[config.mk]
export PLATFORM = sky130hd
export DESIGN_NAME = dac_i2c_target
export DESIGN_NICKNAME = d
export VERILOG_FILES = /design/src/rtl/dac_i2c_target.sv
export SDC_FILE = /design/constraint.sdc
export NUM_CORES = 1
export LEC_CHECK = 0
export BUFFER_PORTS_ARGS = -buffer_cell sky130_fd_sc_hd__buf_2
export CAP_MARGIN = 15
export CORE_ASPECT_RATIO = 1.5
export CORE_MARGIN = 3
export CORE_UTILIZATION = 55
export DETAILED_ROUTE_END_ITERATION = 12
export GPL_ROUTABILITY_DRIVEN = 0
export PLACE_DENSITY = 0.74
export SLEW_MARGIN = 10
export SYNTH_ARGS = -nofsm -noshare
export SYNTH_HDL_FRONTEND = slang
export SYNTH_SLANG_ARGS = --single-unit
[constraint.sdc]
create_clock -name clk -period 6.3 [get_ports clk]
set_clock_uncertainty 0.15 [all_clocks]
set_input_delay 0.63 -clock clk [delete_from_list [all_inputs] [get_ports clk]]
set_output_delay 0.63 -clock clk [all_outputs]
set_load 0.05 [all_outputs]
[src/rtl/dac_i2c_target.sv]
// I2C target modelling a two-channel 16-bit DAC with register read-back.
// Define DAC_I2C_TARGET_GENERAL_CALL_EN to accept the general call address with reset byte 0x06.
module dac_i2c_target #(
   parameter logic [6:0] TARGET_ADDR = 7'h60,
   parameter int         FILTER_LEN  = 3
) (
   input  logic        clk,
   input  logic        rst_n,
   input  logic        scl_i,
   input  logic        sda_i,
   output logic        sda_o,
   output logic [15:0] ch0_value,
   output logic [15:0] ch1_value,
   output logic        update,
   output logic        update_ch,
   output logic        busy
);

   localparam int CNT_W = $clog2(FILTER_LEN) + 1;
`ifdef DAC_I2C_TARGET_GENERAL_CALL_EN
   localparam bit GC_EN = 1'b1;
`else
   localparam bit GC_EN = 1'b0;
`endif

   typedef enum logic [3:0] {
      S_IDLE, S_ADDR, S_ADDR_ACK, S_CMD, S_CMD_ACK, S_DHI, S_DHI_ACK,
      S_DLO, S_DLO_ACK, S_RD_BYTE, S_RD_ACK, S_WAIT_STOP
   } state_t;

   logic [1:0] w_raw;
   logic [1:0] w_filt;
   assign w_raw = {sda_i, scl_i};

   // Bit 0 is SCL, bit 1 is SDA; a level change needs FILTER_LEN agreeing samples.
   generate
      for (genvar gi = 0; gi < 2; gi++) begin : g_in
         logic             r_s1;
         logic             r_s2;
         logic             r_f;
         logic [CNT_W-1:0] r_cnt;
         always_ff @(posedge clk or negedge rst_n) begin
            if (!rst_n) begin
               r_s1  <= 1'b1;
               r_s2  <= 1'b1;
               r_f   <= 1'b1;
               r_cnt <= '0;
            end else begin
               r_s1 <= w_raw[gi];
               r_s2 <= r_s1;
               if (r_s2 == r_f) begin
                  r_cnt <= '0;
               end else if (r_cnt == CNT_W'(FILTER_LEN - 1)) begin
                  r_f   <= r_s2;
                  r_cnt <= '0;
               end else begin
                  r_cnt <= r_cnt + CNT_W'(1);
               end
            end
         end
         assign w_filt[gi] = r_f;
      end
   endgenerate

   logic w_scl;
   logic w_sda;
   logic r_scl_d;
   logic r_sda_d;
   logic w_scl_rise;
   logic w_scl_fall;
   logic w_start;
   logic w_stop;

   assign w_scl      = w_filt[0];
   assign w_sda      = w_filt[1];
   assign w_scl_rise = w_scl & ~r_scl_d;
   assign w_scl_fall = ~w_scl & r_scl_d;
   assign w_start    = r_scl_d & w_scl & r_sda_d & ~w_sda;
   assign w_stop     = r_scl_d & w_scl & ~r_sda_d & w_sda;

   state_t      r_state,     w_state_next;
   logic [3:0]  r_bit_cnt,   w_bit_cnt_next;
   logic [7:0]  r_shift,     w_shift_next;
   logic [7:0]  r_tx,        w_tx_next;
   logic [7:0]  r_hi,        w_hi_next;
   logic [15:0] r_snap,      w_snap_next;
   logic [15:0] r_ch0,       w_ch0_next;
   logic [15:0] r_ch1,       w_ch1_next;
   logic        r_ptr,       w_ptr_next;
   logic        r_rd,        w_rd_next;
   logic        r_rd_lo,     w_rd_lo_next;
   logic        r_cmd_rd,    w_cmd_rd_next;
   logic        r_gc,        w_gc_next;
   logic        r_gc_clr,    w_gc_clr_next;
   logic        r_update,    w_update_next;
   logic        r_update_ch, w_update_ch_next;
   logic        r_busy,      w_busy_next;
   logic        r_sda_o,     w_sda_o_next;
   logic [7:0]  w_rd_byte;

   always_ff @(posedge clk or negedge rst_n) begin
      if (!rst_n) begin
         r_scl_d     <= 1'b1;
         r_sda_d     <= 1'b1;
         r_state     <= S_IDLE;
         r_bit_cnt   <= '0;
         r_shift     <= '0;
         r_tx        <= '0;
         r_hi        <= '0;
         r_snap      <= '0;
         r_ch0       <= '0;
         r_ch1       <= '0;
         r_ptr       <= 1'b0;
         r_rd        <= 1'b0;
         r_rd_lo     <= 1'b0;
         r_cmd_rd    <= 1'b0;
         r_gc        <= 1'b0;
         r_gc_clr    <= 1'b0;
         r_update    <= 1'b0;
         r_update_ch <= 1'b0;
         r_busy      <= 1'b0;
         r_sda_o     <= 1'b1;
      end else begin
         r_scl_d     <= w_scl;
         r_sda_d     <= w_sda;
         r_state     <= w_state_next;
         r_bit_cnt   <= w_bit_cnt_next;
         r_shift     <= w_shift_next;
         r_tx        <= w_tx_next;
         r_hi        <= w_hi_next;
         r_snap      <= w_snap_next;
         r_ch0       <= w_ch0_next;
         r_ch1       <= w_ch1_next;
         r_ptr       <= w_ptr_next;
         r_rd        <= w_rd_next;
         r_rd_lo     <= w_rd_lo_next;
         r_cmd_rd    <= w_cmd_rd_next;
         r_gc        <= w_gc_next;
         r_gc_clr    <= w_gc_clr_next;
         r_update    <= w_update_next;
         r_update_ch <= w_update_ch_next;
         r_busy      <= w_busy_next;
         r_sda_o     <= w_sda_o_next;
      end
   end

   always_comb begin
      w_state_next     = r_state;
      w_bit_cnt_next   = r_bit_cnt;
      w_shift_next     = r_shift;
      w_tx_next        = r_tx;
      w_hi_next        = r_hi;
      w_snap_next      = r_snap;
      w_ch0_next       = r_ch0;
      w_ch1_next       = r_ch1;
      w_ptr_next       = r_ptr;
      w_rd_next        = r_rd;
      w_rd_lo_next     = r_rd_lo;
      w_cmd_rd_next    = r_cmd_rd;
      w_gc_next        = r_gc;
      w_gc_clr_next    = r_gc_clr;
      w_update_next    = 1'b0;
      w_update_ch_next = r_update_ch;
      w_busy_next      = r_busy;
      w_sda_o_next     = r_sda_o;
      w_rd_byte        = r_rd_lo ? r_snap[15:8] : r_snap[7:0];

      if (w_stop) begin
         w_state_next  = S_IDLE;
         w_sda_o_next  = 1'b1;
         w_busy_next   = 1'b0;
         w_gc_next     = 1'b0;
         w_gc_clr_next = 1'b0;
      end else if (w_start) begin
         w_state_next   = S_ADDR;
         w_bit_cnt_next = '0;
         w_sda_o_next   = 1'b1;
         w_gc_next      = 1'b0;
         w_gc_clr_next  = 1'b0;
      end else begin
         case (r_state)
            S_ADDR, S_CMD, S_DHI, S_DLO: begin
               if (w_scl_rise && r_bit_cnt < 4'd8) begin
                  w_shift_next   = {r_shift[6:0], w_sda};
                  w_bit_cnt_next = r_bit_cnt + 4'd1;
               end else if (w_scl_fall && r_bit_cnt == 4'd8) begin
                  // Byte complete: either start driving the ACK or give up on the frame.
                  w_state_next = S_WAIT_STOP;
                  if (r_state == S_ADDR) begin
                     if (r_shift[7:1] == TARGET_ADDR) begin
                        w_state_next = S_ADDR_ACK;
                        w_sda_o_next = 1'b0;
                        w_busy_next  = 1'b1;
                        w_rd_next    = r_shift[0];
                        w_gc_next    = 1'b0;
                        w_snap_next  = r_ptr ? r_ch1 : r_ch0;
                     end else if (GC_EN && r_shift == 8'h00) begin
                        w_state_next = S_ADDR_ACK;
                        w_sda_o_next = 1'b0;
                        w_busy_next  = 1'b1;
                        w_rd_next    = 1'b0;
                        w_gc_next    = 1'b1;
                     end
                  end else if (r_state == S_CMD) begin
                     if (r_gc) begin
                        if (r_shift == 8'h06) begin
                           w_state_next  = S_CMD_ACK;
                           w_sda_o_next  = 1'b0;
                           w_gc_clr_next = 1'b1;
                        end
                     end else if (r_shift[7:3] <= 5'd1 && r_shift[2] == r_shift[1]) begin
                        w_state_next  = S_CMD_ACK;
                        w_sda_o_next  = 1'b0;
                        w_ptr_next    = r_shift[3];
                        w_cmd_rd_next = r_shift[2];
                     end
                  end else if (r_state == S_DHI) begin
                     w_state_next = S_DHI_ACK;
                     w_sda_o_next = 1'b0;
                     w_hi_next    = r_shift;
                  end else begin
                     w_state_next = S_DLO_ACK;
                     w_sda_o_next = 1'b0;
                  end
               end
            end
            S_ADDR_ACK, S_CMD_ACK, S_DHI_ACK, S_DLO_ACK: begin
               if (w_scl_rise && r_bit_cnt == 4'd8) begin
                  w_bit_cnt_next = 4'd9;
                  if (r_state == S_DLO_ACK) begin
                     if (r_ptr) w_ch1_next = {r_hi, r_shift};
                     else       w_ch0_next = {r_hi, r_shift};
                     w_update_next    = 1'b1;
                     w_update_ch_next = r_ptr;
                  end else if (r_state == S_CMD_ACK && r_gc_clr) begin
                     w_ch0_next       = '0;
                     w_ch1_next       = '0;
                     w_update_next    = 1'b1;
                     w_update_ch_next = 1'b0;
                     w_gc_clr_next    = 1'b0;
                  end
               end else if (w_scl_fall && r_bit_cnt == 4'd9) begin
                  w_bit_cnt_next = '0;
                  w_sda_o_next   = 1'b1;
                  case (r_state)
                     S_ADDR_ACK: begin
                        if (r_rd) begin
                           w_state_next = S_RD_BYTE;
                           w_tx_next    = r_snap[15:8];
                           w_sda_o_next = r_snap[15];
                           w_rd_lo_next = 1'b0;
                        end else begin
                           w_state_next = S_CMD;
                        end
                     end
                     S_CMD_ACK: w_state_next = (r_gc || r_cmd_rd) ? S_WAIT_STOP : S_DHI;
                     S_DHI_ACK: w_state_next = S_DLO;
                     default:   w_state_next = S_DHI;
                  endcase
               end
            end
            S_RD_BYTE: begin
               if (w_scl_rise && r_bit_cnt < 4'd8) begin
                  w_bit_cnt_next = r_bit_cnt + 4'd1;
               end else if (w_scl_fall && r_bit_cnt == 4'd8) begin
                  w_state_next = S_RD_ACK;
                  w_sda_o_next = 1'b1;
               end else if (w_scl_fall && r_bit_cnt != 4'd0) begin
                  w_tx_next    = {r_tx[6:0], 1'b0};
                  w_sda_o_next = r_tx[6];
               end
            end
            S_RD_ACK: begin
               if (w_scl_rise && r_bit_cnt == 4'd8) begin
                  if (w_sda) w_state_next = S_WAIT_STOP;
                  else       w_bit_cnt_next = 4'd9;
               end else if (w_scl_fall && r_bit_cnt == 4'd9) begin
                  w_state_next   = S_RD_BYTE;
                  w_bit_cnt_next = '0;
                  w_rd_lo_next   = ~r_rd_lo;
                  w_tx_next      = w_rd_byte;
                  w_sda_o_next   = w_rd_byte[7];
               end
            end
            default: begin
            end
         endcase
      end
   end

   assign sda_o     = r_sda_o;
   assign ch0_value = r_ch0;
   assign ch1_value = r_ch1;
   assign update    = r_update;
   assign update_ch = r_update_ch;
   assign busy      = r_busy;

endmodule

== Word level (Yosys, flattened, before mapping) ==
Cells that the tools add are included.

* Input bits: 4
* Register bits after elaboration: 103
* Logic and storage cells: 261
* Output and inout port bits: 36

* Magnitude comparators: 2
* Reductions and logical operators: 43
* Bitwise operators: 20
* Eq/ne operators: 56
* Multiplexer cells: 109
* Add/subtract/negate cells: 3

{| class="wikitable"
|+ Operators by type and width
! operator !! number
|-
| 4-bit 2-to-1 mux || 26
|-
| 16-bit 2-to-1 mux || 6
|-
| 4-bit != test, second input constant || 16
|-
| 7-bit 2-to-1 mux || 9
|-
| 1-bit 2-to-1 mux || 56
|-
| 9-bit AND reduction || 3
|-
| 2-bit != test, second input constant || 12
|-
| 4-bit one-hot mux with 3 select lines || 2
|-
| 12-bit AND reduction || 2
|-
| 7-bit one-hot mux with 3 select lines || 1
|-
| 4-bit equality test, second input constant || 5
|-
| 5-bit != test, second input constant || 4
|-
| 6-bit AND reduction || 3
|-
| 4-bit by 3-bit equality test with 1-bit output, second input constant || 4
|-
| 4-bit one-hot mux with 4 select lines || 1
|-
| 3-bit nonzero test || 5
|-
| 7-bit != test, second input constant || 2
|-
| 1-bit inverter || 13
|-
| 3-bit 2-to-1 mux || 4
|-
| 2-bit nonzero test || 6
|-
| 4-bit nonzero test || 3
|-
| 10-bit AND reduction || 1
|-
| 5-bit AND reduction || 2
|-
| 4-bit by 2-bit equality test with 1-bit output, second input constant || 2
|-
| 25 further kinds || 45
|}

== Longest topological paths before layout ==
* Depth in word-level cells: 11
* Gate-level depth with buffers: 8

== Worst setup path after synthesis ==
OpenSTA, ideal clock, no wires.

* Path kind: reg2reg
* Start: register g_in[1].r_f
* End: register r_tx[0]
* Clock period less this slack: 2.155 ns
* Slack: 4.145 ns
* Cell stages (with the launch flop): 8
* Setup time: 0.125 ns
* Data arrival time: 1.880 ns
* Cell sequence: dfstp_2 buf_6 xnor2_2 or2_2 clkbuf_1 o21ai_2 a211oi_4 mux2_2

* Longest elaborated chain between the ends: 4

{| class="wikitable"
|+ Ends and longest elaborated chain
! item !! RTL line !! source
|-
| from (decl) || 40 || <nowiki>logic r_f;</nowiki>
|-
| from (signal assigned) || 54 || <nowiki>r_f <= r_s2;</nowiki>
|-
| 1-bit inverter || 78 || <nowiki>assign w_start = r_scl_d & w_scl & r_sda_d & ~w_sda;</nowiki>
|-
| 1-bit AND || 78 ||
|-
| 1-bit inverter (no source line) || -- ||
|-
| 12-bit AND reduction (no source line) * || -- ||
|-
| to (signal assigned) || 129 || <nowiki>r_tx <= w_tx_next;</nowiki>
|-
| to (decl) || 84 || <nowiki>logic [7:0] r_tx, w_tx_next;</nowiki>
|}

Every way passes the cells marked *; elsewhere a longest branch is shown, timed or not.
A chain may end at the register's enable or synchronous reset.

== Final worst setup path ==
* Start: register r_bit_cnt[0]
* End: register r_ch0[9] (netlist: ch0_value[9])

* Longest elaborated chain between the ends: 3

{| class="wikitable"
|+ Ends and longest elaborated chain
! item !! RTL line !! source
|-
| from (decl) || 82 || <nowiki>logic [3:0] r_bit_cnt, w_bit_cnt_next;</nowiki>
|-
| from (signal assigned) || 127 || <nowiki>r_bit_cnt <= w_bit_cnt_next;</nowiki>
|-
| 4-bit equality test || 228 || <nowiki>if (w_scl_rise && r_bit_cnt == 4'd8) begin</nowiki>
|-
| 1-bit logical AND || 228 ||
|-
| 6-bit AND reduction (no source line) || -- ||
|-
| to (signal assigned) || 132 || <nowiki>r_ch0 <= w_ch0_next;</nowiki>
|-
| to (decl) || 87 || <nowiki>logic [15:0] r_ch0, w_ch0_next;</nowiki>
|}

Every way passes these cells.

==> flow_summary.json <==
{
  "htree_levels": 3,
  "crit_path_end_kind": "flip-flop",
  "postLayoutCellArea_sq_mm": 0.00544,
  "cts_setup_buffers": 0,
  "seq_area_frac_synth_pct": 52.3,
  "cts-root-buf": "clkbuf_16",
  "crit_path_start_kind": "flip-flop",
  "multi_input_area_sq_mm": 0.00216,
  "synth_top_area_share_pct": 47.5,
  "crit_arrival_ns": 2.96,
  "die_w_um": 83.1,
  "dpl.hpwl_mm": 7.60,
  "drt-total-wl_mm": 10.9,
  "numCtsBuffers": 9,
  "r2r-start": "r_bit_cnt[0]",
  "hold_viol_final": 0,
  "grt_busiest_layer": "met2",
  "synth_top_cell_by_area": "dfrtp_1",
  "criticalPathCategory": "reg -> reg",
  "ys_ff_latch": 102,
  "clk_pin_slew_ns": 0.07,
  "min_period_ns": 2.93,
  "rows": 41,
  "ys.flop_type": "dfrtp_1",
  "areaGrowthSynthToFinish_pct": 11.0,
  "dieArea_sq_mm": 0.0101,
  "final-setup-viol-count": 0,
  "synth.area.top_cells": "dfrtp_1, nand2_1, o21ai_0, mux2i_1, mux2_2",
  "max_freq_mhz": 342,
  "p_leak_nw": 2.39,
  "final.setup.tns_ns": 0,
  "yosys_warnings": 0,
  "antenna_found_initial": 0,
  "synth-async-reset-ratio_pct": 100,
  "dpl_cell_area_sq_mm": 0.00512,
  "rsz0062_at_grt": "false",
  "hold_class": "in -> async",
  "io_pins": 40,
  "cp_max_fo": 33,
  "drv_slew": 0,
  "insertion_delay_ns": 0.35,
  "grt_use_met2_pct": 39.1,
  "grt_pass1_vias": 3581,
  "min_period_over_period_pct": 46.5,
  "cap_viol_max_count": 0,
  "slew_headroom_pct": 29.7,
  "cts_tree": "yes",
  "seq_area_sq_mm": 0.00256,
  "clockBufferDepth": 2,
  "clock-sinks": 102,
  "rrSetupSlack_ns": 3.37,
  "via_per_inst": 5.84,
  "drive_gt1_share_pct": 20.1,
  "vias": 3651,
  "grt_pass1_wl_mm": 17.7,
  "fin_nets": 521,
  "ctsResizeCount": 0,
  "die_h_um": 122,
  "p_per_area_mw_per_mm2": 381,
  "insertedDiodeCount": 0,
  "ir_drop_v": 0.000256,
  "use_met1_pct": 27.3,
  "rr_endpoint": "ch0_value[9]",
  "wl_per_cell_um": 17.5,
  "ys_types": 61,
  "grt_max_degree": 66,
  "gr-total-overflow": 0,
  "drtIter0Drc": 298,
  "worst_pin_slew_ns": 1.05,
  "initial_utilization_pct": 57.2,
  "grtUsageTotal_pct": 22.3,
  "antenna_left": 0,
  "synth_area_sq_mm": 0.00490,
  "syn_nets": 492,
  "io_buffers": 39,
  "drcViolationCount": 0,
  "nFillCells": 713,
  "core_area_sq_mm": 0.00857,
  "use_met3_pct": 3.52,
  "first_pass_iters": 7,
  "syn_area_per_cell_sq_um": 10.1,
  "postCtsHoldBufs": 0,
  "synth_edf_count": 0,
  "cp.required_ns": 6.33,
  "r2r_cells": 7,
  "synthCells": 484,
  "status": "finished, final reports clean"
}
report_power, final:
part | switching (mW) | internal, mW | leakage, nW
Combinational | 0.392 | 0.251 | 0.866
Sequential | 0.127 | 0.733 | 1.38
Clock | 0.256 | 0.313 | 0.144
Total | 0.776 | 1.30 | 2.39
worst max path at each step:
stage | cells past startpoint | from | endpoint | slack, ns
after global placement | 6 | r_bit_cnt[0] | r_rd | 3.31
after global routing | 7 | r_bit_cnt[0] | ch0_value[9] | 3.23
after CTS | 6 | r_bit_cnt[0] | r_rd | 3.12
after detailed placement | 6 | r_bit_cnt[0] | r_rd | 3.15
after floorplan | 7 | g_in[1].r_f | r_tx[0] | 4.15
final | 7 | r_bit_cnt[0] | ch0_value[9] | 3.37
metrics by stage:
stage          total power [mW]  hold WS [ns]  setup slack (ns)  std cells  util [%]
6_report                   2.07        0.0796              3.37        625      63.5
5_1_grt                    2.18         0.109              3.23        625      63.5
3_5_place_dp               1.49         0.198              3.15        607      59.8
3_3_place_gp               1.47         0.196              3.31        607      59.8
2_1_floorplan              1.36         0.184              4.15        484         -
4_1_cts                    2.06        0.0890              3.12        623      63.3
synthesized netlist by cell type (3+ instances only):
cell,instances
buf_6,4
o21a_1,4
nand3b_1,5
nand3_1,6
nor2b_1,7
nor3b_1,3
nor3_1,6
nand4_1,4
mux2_2,22
nor2_1,13
o21ai_0,64
ha_1,4
dfstp_2,9
inv_1,13
buf_2,4
nand2b_1,9
nand4b_1,3
or2_2,3
o221ai_1,4
clkbuf_1,16
a21oi_1,10
dfrtp_1,93
o21ai_1,10
mux2i_1,27
nand2_1,96
cell families after synthesis:
kind of cell / after synthesis / synth area share, %
compound gates: 118 / 14.8
xor+xnor: 5 / 1.05
fa+ha+maj: 4 / 1.02
buf+inv: 38 / 3.62
flops: 102 / 52.3
mux: 49 / 10.6
simple gates: 168 / 16.7
state kept, by name, summed over array words and instances, names as in the netlist, 2 cells and up:
name	cells
r_shift	8
g_in.r_s2	2
ch0_value	16
r_snap	16
g_in.r_s1	2
ch1_value	16
r_state	4
r_tx	7
r_hi	8
r_bit_cnt	4
g_in.r_cnt	6
g_in.r_f	2
cell usage in the layout (no fill, tap or decap), types with 2 or more instances in the layout:
cell type / netlist / final
a211oi_1: 2 / 2
a21o_1: 2 / 2
a21oi_1: 10 / 10
a22o_1: 2 / 2
a2bb2oi_1: 2 / 2
and2_1: 2 / 2
buf_2: 4 / 38
buf_4: 0 / 4
clkbuf_16: 0 / 9
clkinvlp_4: 0 / 2
dfrtp_1: 93 / 93
dfstp_2: 9 / 9
ha_1: 4 / 4
inv_1: 13 / 13
inv_6: 0 / 2
mux2_2: 22 / 22
mux2i_1: 27 / 27
nand2_1: 96 / 96
nand2b_1: 9 / 9
nand3_1: 6 / 6
nand3b_1: 5 / 5
nand4_1: 4 / 4
nand4b_1: 3 / 3
nor2_1: 13 / 13
nor2b_1: 7 / 7
nor3_1: 6 / 6
nor3b_1: 3 / 3
nor4_2: 2 / 2
o21a_1: 4 / 4
o21ai_0: 64 / 64
o21ai_1: 10 / 10
o221ai_1: 4 / 4
o32ai_1: 2 / 2
or2_2: 3 / 3
xnor2_1: 2 / 2
xor2_1: 2 / 2
worst max-delay path, stage by stage, from the launching register on:
cell and delay (ns):
dfrtp_1 0.44, inv_1 0.11, ha_1 0.19, nand3b_1 0.22, nor4_2 0.51, nand2_1 0.75
nand2_1 0.27, o21ai_0 0.12
area by class of cell:
class | instances | share of cell area [%]
multi-input cells | 344 | 39.7
well taps | 107 | 2.46
flip-flops and latches | 102 | 47.1
clock buffers | 9 | 4.14
clock inverters | 7 | 1.45
inverters | 13 | 0.897
repair buffers | 43 | 4.25
metal layers:
| layer | share of wire, % | vias to the layer above |
|---|---|---|
| met3 | 3.3 | 20 |
| met5 | 0 | - |
| met2 | 52 | 82 |
| met4 | 2.4 | 0 |
| li1 | - | 1756 |
| met1 | 42 | 1793 |
(Power assumes the default switching activity.)
